==> config.mk <==
export PLATFORM = sky130hd
export DESIGN_NAME = reg_scoreboard
export DESIGN_NICKNAME = d
export VERILOG_FILES = /design/src/rtl/reg_scoreboard_pkg.sv /design/src/rtl/reg_scoreboard.sv
export SDC_FILE = /design/constraint.sdc
export NUM_CORES = 1
export LEC_CHECK = 0
export CORE_MARGIN = 10
export CORE_UTILIZATION = 45
export DETAILED_ROUTE_END_ITERATION = 10
export PLACE_DENSITY = 0.7
export RECOVER_POWER = 25
export SLEW_MARGIN = 10
export SYNTH_ARGS = -nofsm -noshare
export SYNTH_HDL_FRONTEND = slang
export SYNTH_SLANG_ARGS = --single-unit
==> constraint.sdc <==
create_clock -name clk -period 5 [get_ports clk]
set_clock_uncertainty 0.05 [all_clocks]
set_input_delay 1 -clock clk [delete_from_list [all_inputs] [get_ports clk]]
set_output_delay 1 -clock clk [all_outputs]
set_load 0.005 [all_outputs]
==> src/rtl/reg_scoreboard_pkg.sv <==
// Shared definitions for the register scoreboard: drain FSM encoding and
// the default in-flight limit for long-latency writes.
package reg_scoreboard_pkg;

  typedef enum logic [1:0] {
    SB_IDLE  = 2'd0,
    SB_DRAIN = 2'd1,
    SB_ACK   = 2'd2
  } sb_state_e;

  localparam int SB_MAX_OUTSTANDING_DEF = 4;

endpackage

==> src/rtl/reg_scoreboard.sv <==
// Register scoreboard: tracks pending long-latency writes, raises decode
// stalls for RAW/WAW/full hazards and drains all outstanding ops on request.
module reg_scoreboard
  import reg_scoreboard_pkg::*;
#(
  parameter int MAX_OUTSTANDING = SB_MAX_OUTSTANDING_DEF
) (
  input  logic        clk,
  input  logic        rst,
  input  logic        issue_valid,
  input  logic [4:0]  rs1_d,
  input  logic [4:0]  rs2_d,
  input  logic [4:0]  rd_d,
  input  logic        uses_rs1,
  input  logic        uses_rs2,
  input  logic        wr_en_d,
  input  logic        long_op,
  input  logic        flush_exe,
  input  logic        wb_done,
  input  logic [4:0]  wb_rd,
  input  logic        drain_req,
  output logic        stall_id,
  output logic        drain_ack,
  output logic [31:0] busy_mask,
  output logic [3:0]  outstanding
);

  localparam logic [3:0] OUT_MAX = 4'(MAX_OUTSTANDING);

  sb_state_e   state, state_nxt;
  logic        clr_hit, set_hit, accept;
  logic        raw_hit, waw_hit, full_hit, drain_hit;
  logic [31:0] clr_vec, set_vec, eff_busy;

  // A retiring register reads as free this cycle (decode write-through).
  // WAW uses the same view so a same-cycle reissue can win over the clear.
  assign clr_hit  = wb_done & (wb_rd != 5'd0) & busy_mask[wb_rd];
  assign clr_vec  = clr_hit ? (32'd1 << wb_rd) : 32'd0;
  assign eff_busy = busy_mask & ~clr_vec;

  assign raw_hit   = (uses_rs1 & (rs1_d != 5'd0) & eff_busy[rs1_d]) |
                     (uses_rs2 & (rs2_d != 5'd0) & eff_busy[rs2_d]);
  assign waw_hit   = long_op & wr_en_d & (rd_d != 5'd0) & eff_busy[rd_d];
  assign full_hit  = long_op & (outstanding == OUT_MAX) & ~clr_hit;
  assign drain_hit = (state != SB_IDLE);

  assign stall_id = issue_valid & (raw_hit | waw_hit | full_hit | drain_hit);
  assign accept   = issue_valid & ~stall_id & ~flush_exe;
  assign set_hit  = accept & long_op & wr_en_d & (rd_d != 5'd0);
  assign set_vec  = set_hit ? (32'd1 << rd_d) : 32'd0;

  always_ff @(posedge clk) begin
    if (rst) begin
      busy_mask   <= 32'd0;
      outstanding <= 4'd0;
    end else begin
      busy_mask <= (busy_mask & ~clr_vec) | set_vec;
      case ({set_hit, clr_hit})
        2'b10:   if (outstanding != 4'hF) outstanding <= outstanding + 4'd1;
        2'b01:   if (outstanding != 4'h0) outstanding <= outstanding - 4'd1;
        default: outstanding <= outstanding;
      endcase
    end
  end

  always_ff @(posedge clk) begin
    if (rst) state <= SB_IDLE;
    else     state <= state_nxt;
  end

  always_comb begin
    state_nxt = state;
    drain_ack = 1'b0;
    case (state)
      SB_IDLE:  if (drain_req) state_nxt = SB_DRAIN;
      SB_DRAIN: if (outstanding == 4'd0) state_nxt = SB_ACK;
      SB_ACK: begin
        drain_ack = 1'b1;
        state_nxt = SB_IDLE;
      end
      default:  state_nxt = SB_IDLE;
    endcase
  end

endmodule

==> metrics.csv <==
metric;value;unit
syn nets;499;
DR WL met3;2.38;mm
Max Root-Sink Buffers;2;
post-synthesis register bit count;38;
core box area;8130;µm²
die width;111;µm
NumNets Final;658;
ANT nets after route;0;
Worst-Skew Late Latency;280;ps
Slew Viols, Final;0;
share of cells above drive strength 1;29.7;%
CP Launch Type;primary input;
Sw Share;32.8;%
sequential fraction of the synthesis area;20.5;%
Combinational Power Share;36.3;%
GP Congestion;1.12;
Clock Power Share;25.2;%
minimum clock period after layout;4850;ps
pwr dens;149;nW/µm²
Peak supply drop;0.178;mV
diode count;0;
final worst setup slack;152;ps
Worst setup EP type;output port;
cts bufs inserted;5;
Cell Count, Final, Fillers Out;727;
worst setup path end;stall_id;
Hold/Removal Path Class;flop to flop;
reg2reg path depth;18;
placed insts;711;
syn_area_per_cell;8.01;µm²
CP arrival;3800;ps
fmax;206;MHz
Initial DRC Count;668;
die height;111;µm
largest net degree at the start of global routing;32;
Top Layer Used;met4;
final hold viol count;0;
Starting Density;45.7;%
CTS root buffer;clkbuf_8;
Reg clk slew, reported paths;70;ps
placed inst area;5180;µm²
Synth warnings;0;
DR vias;4801;
Worst slew margin;47.5;%
GR Util All Layers;26.7;%
hold slack;435;ps
dpl hpwl;14.0;mm
EDFF count, synth;0;
initial antenna violation count;0;
Final Power;820;µW
TNS Setup;0;ps
average routed wire per standard cell;23.9;µm
first-pass detailed-route iteration total;5;
Leak Pwr;2.26;nW
status;finished, final reports clean;
Post-Route WL;17.4;mm
pre-CTS setup slack;-707;ps
row cnt;33;
commonest non-fill, non-tap cell in the layout;buf_4;
final setup vio count;0;
reg-to-reg endpoint;outstanding[3]$_SDFFE_PP0P_;
via/cell ratio;6.60;
area grow syn2layout;48.3;%
Max-Cap Viols;0;
vias in the first global route;4719;
fin util;67.7;%
final period utilization;97.0;%
ys async rst share;0;%
fin area;5510;µm²
instance count of the mapped netlist;464;
Top Ports;68;
Crit Path Max Fanout;8;
Critical Path RT;3950;ps
DRC Markers;0;
library cells used by synthesis;77;
CTS tree;yes;
M1 wire length;6.86;mm
Main synth FF type;dfxtp_1;
most frequent cells in the layout;buf_4, nor2_1, clkdlybuf4s50_1;
Critical Path Start;wb_rd[0];
global-route wire length before repair;27.2;mm
Post-Synthesis Cell Area;3720;µm²
critical path class;primary input to output port;
CTS hold repair buffers;0;
switching power;269;µW
gr ovfl total;0;
Pint;551;µW
Reg2Reg Launch Point;busy_mask[2]$_SDFF_PP0_;
Flop pwr share;38.5;%
Sink Count;38;
Slew @ Worst Pin;776;ps
IO Port Bufs;67;
met2 WL;7.67;mm
CTS H-tree depth;2;
Die ar.;12300;µm²
setup slack, reg-to-reg;680;ps
==> how the worst min path moves through the flow <==
| stage | from | end | cells after the start |
|---|---|---|---|
| final | state[1]$_SDFFE_PP0P_ | state[0]$_SDFFE_PP0P_ | 1 |
| after global routing | state[1]$_SDFFE_PP0P_ | state[0]$_SDFFE_PP0P_ | 1 |
| after floorplan | state[1]$_SDFFE_PP0P_ | state[0]$_SDFFE_PP0P_ | 1 |
| after CTS | state[1]$_SDFFE_PP0P_ | state[0]$_SDFFE_PP0P_ | 1 |
| after detailed placement | state[1]$_SDFFE_PP0P_ | state[0]$_SDFFE_PP0P_ | 1 |
| after global placement | state[1]$_SDFFE_PP0P_ | state[0]$_SDFFE_PP0P_ | 1 |
==> routing by layer <==
layer,global-route usage (%),up-vias
met5,0,-
met4,9.03,0
met3,6.49,39
met2,40.7,411
met1,35.7,2243
li1,-,2108
==> Yosys cell counts, types with 3 or more instances <==
cell        n  area, µm²
mux2_2      8       90.1
a31o_1      7       61.3
dfxtp_1    38        761
a2111oi_0   4       35.0
and2_1      3       18.8
nor2_1     47        176
buf_1       4       15.0
o32ai_1     3       26.3
mux4_2      8        180
clkbuf_1   22       82.6
o2bb2ai_1  10       87.6
xnor2_1     3       26.3
nand2_1    29        109
nor3_1     16       80.1
nor4_1      6       37.5
inv_1      17       63.8
xor2_1      4       35.0
a21oi_1    10       50.1
o2111ai_1   5       43.8
or3_1       4       25.0
and3_1      4       25.0
a31oi_1     5       31.3
nand3b_1    5       37.5
ha_1        4       50.1
nor3b_1     6       45.0
nand3_1     8       40.0
a41o_1     14        140
nand4b_1    4       35.0
nand2b_1   11       68.8
nor4b_1     3       26.3
nor2b_1    13       81.3
mux2i_1    20        200
o211ai_1   12       90.1
o21ai_0    27        135
a211oi_1   10       75.1
buf_6       7       78.8
nand4_1     5       31.3
a221oi_1    3       26.3
buf_2       6       30.0
==> repair_timing <==
| item | 4_1_cts | 5_1_grt |
|---|---|---|
| resized for setup | 21 | 37 |
| pin swaps | 3 | 8 |
| setup endpoints to repair | 5 | 5 |
| buffers inserted | 5 | 5 |
==> power by group through the flow <==
stage | Sequential, mW | Combinational (mW) | Clock, mW
floorplan | 0.321 | 0.148 | 0
global placement | 0.322 | 0.266 | 0
detailed placement | 0.323 | 0.268 | 0
CTS | 0.316 | 0.279 | 0.208
global route | 0.317 | 0.316 | 0.220
finish | 0.316 | 0.297 | 0.207
==> final cells by class <==
type                       count  area (µm²)
clock buffer                   6        82.6
fill                         683        2620
tap                          105         131
timing repair buffer         194        1660
inverter                      19        71.3
multi-input combinational    365        2810
sequential                    38         761
==> flip-flops by register name (all words and copies together), names as in the netlist <==
signal and cells:
outstanding 4, state 2, busy_mask 32
==> worst max-delay path: stages <==
cell and delay (ps):
buf_2 150, buf_4 170, buf_4 150, nand2b_1 160, o21ai_0 320, buf_4 250, mux4_2 460, nand3b_1 110
a41oi_1 150, or3_1 440, a21boi_1 180, clkdlybuf4s15_1 230
==> cell families after synthesis <==
family                   share of synthesized area [%]
buffers and inverters                             8.01
AO/OA/AOI/OAI                                     28.9
adder cells (fa/ha/maj)                           1.89
AND/OR/NAND/NOR                                   26.5
multiplexers                                      12.7
XOR/XNOR                                          1.65
flip-flops                                        20.5
(Power assumes the default switching activity.)
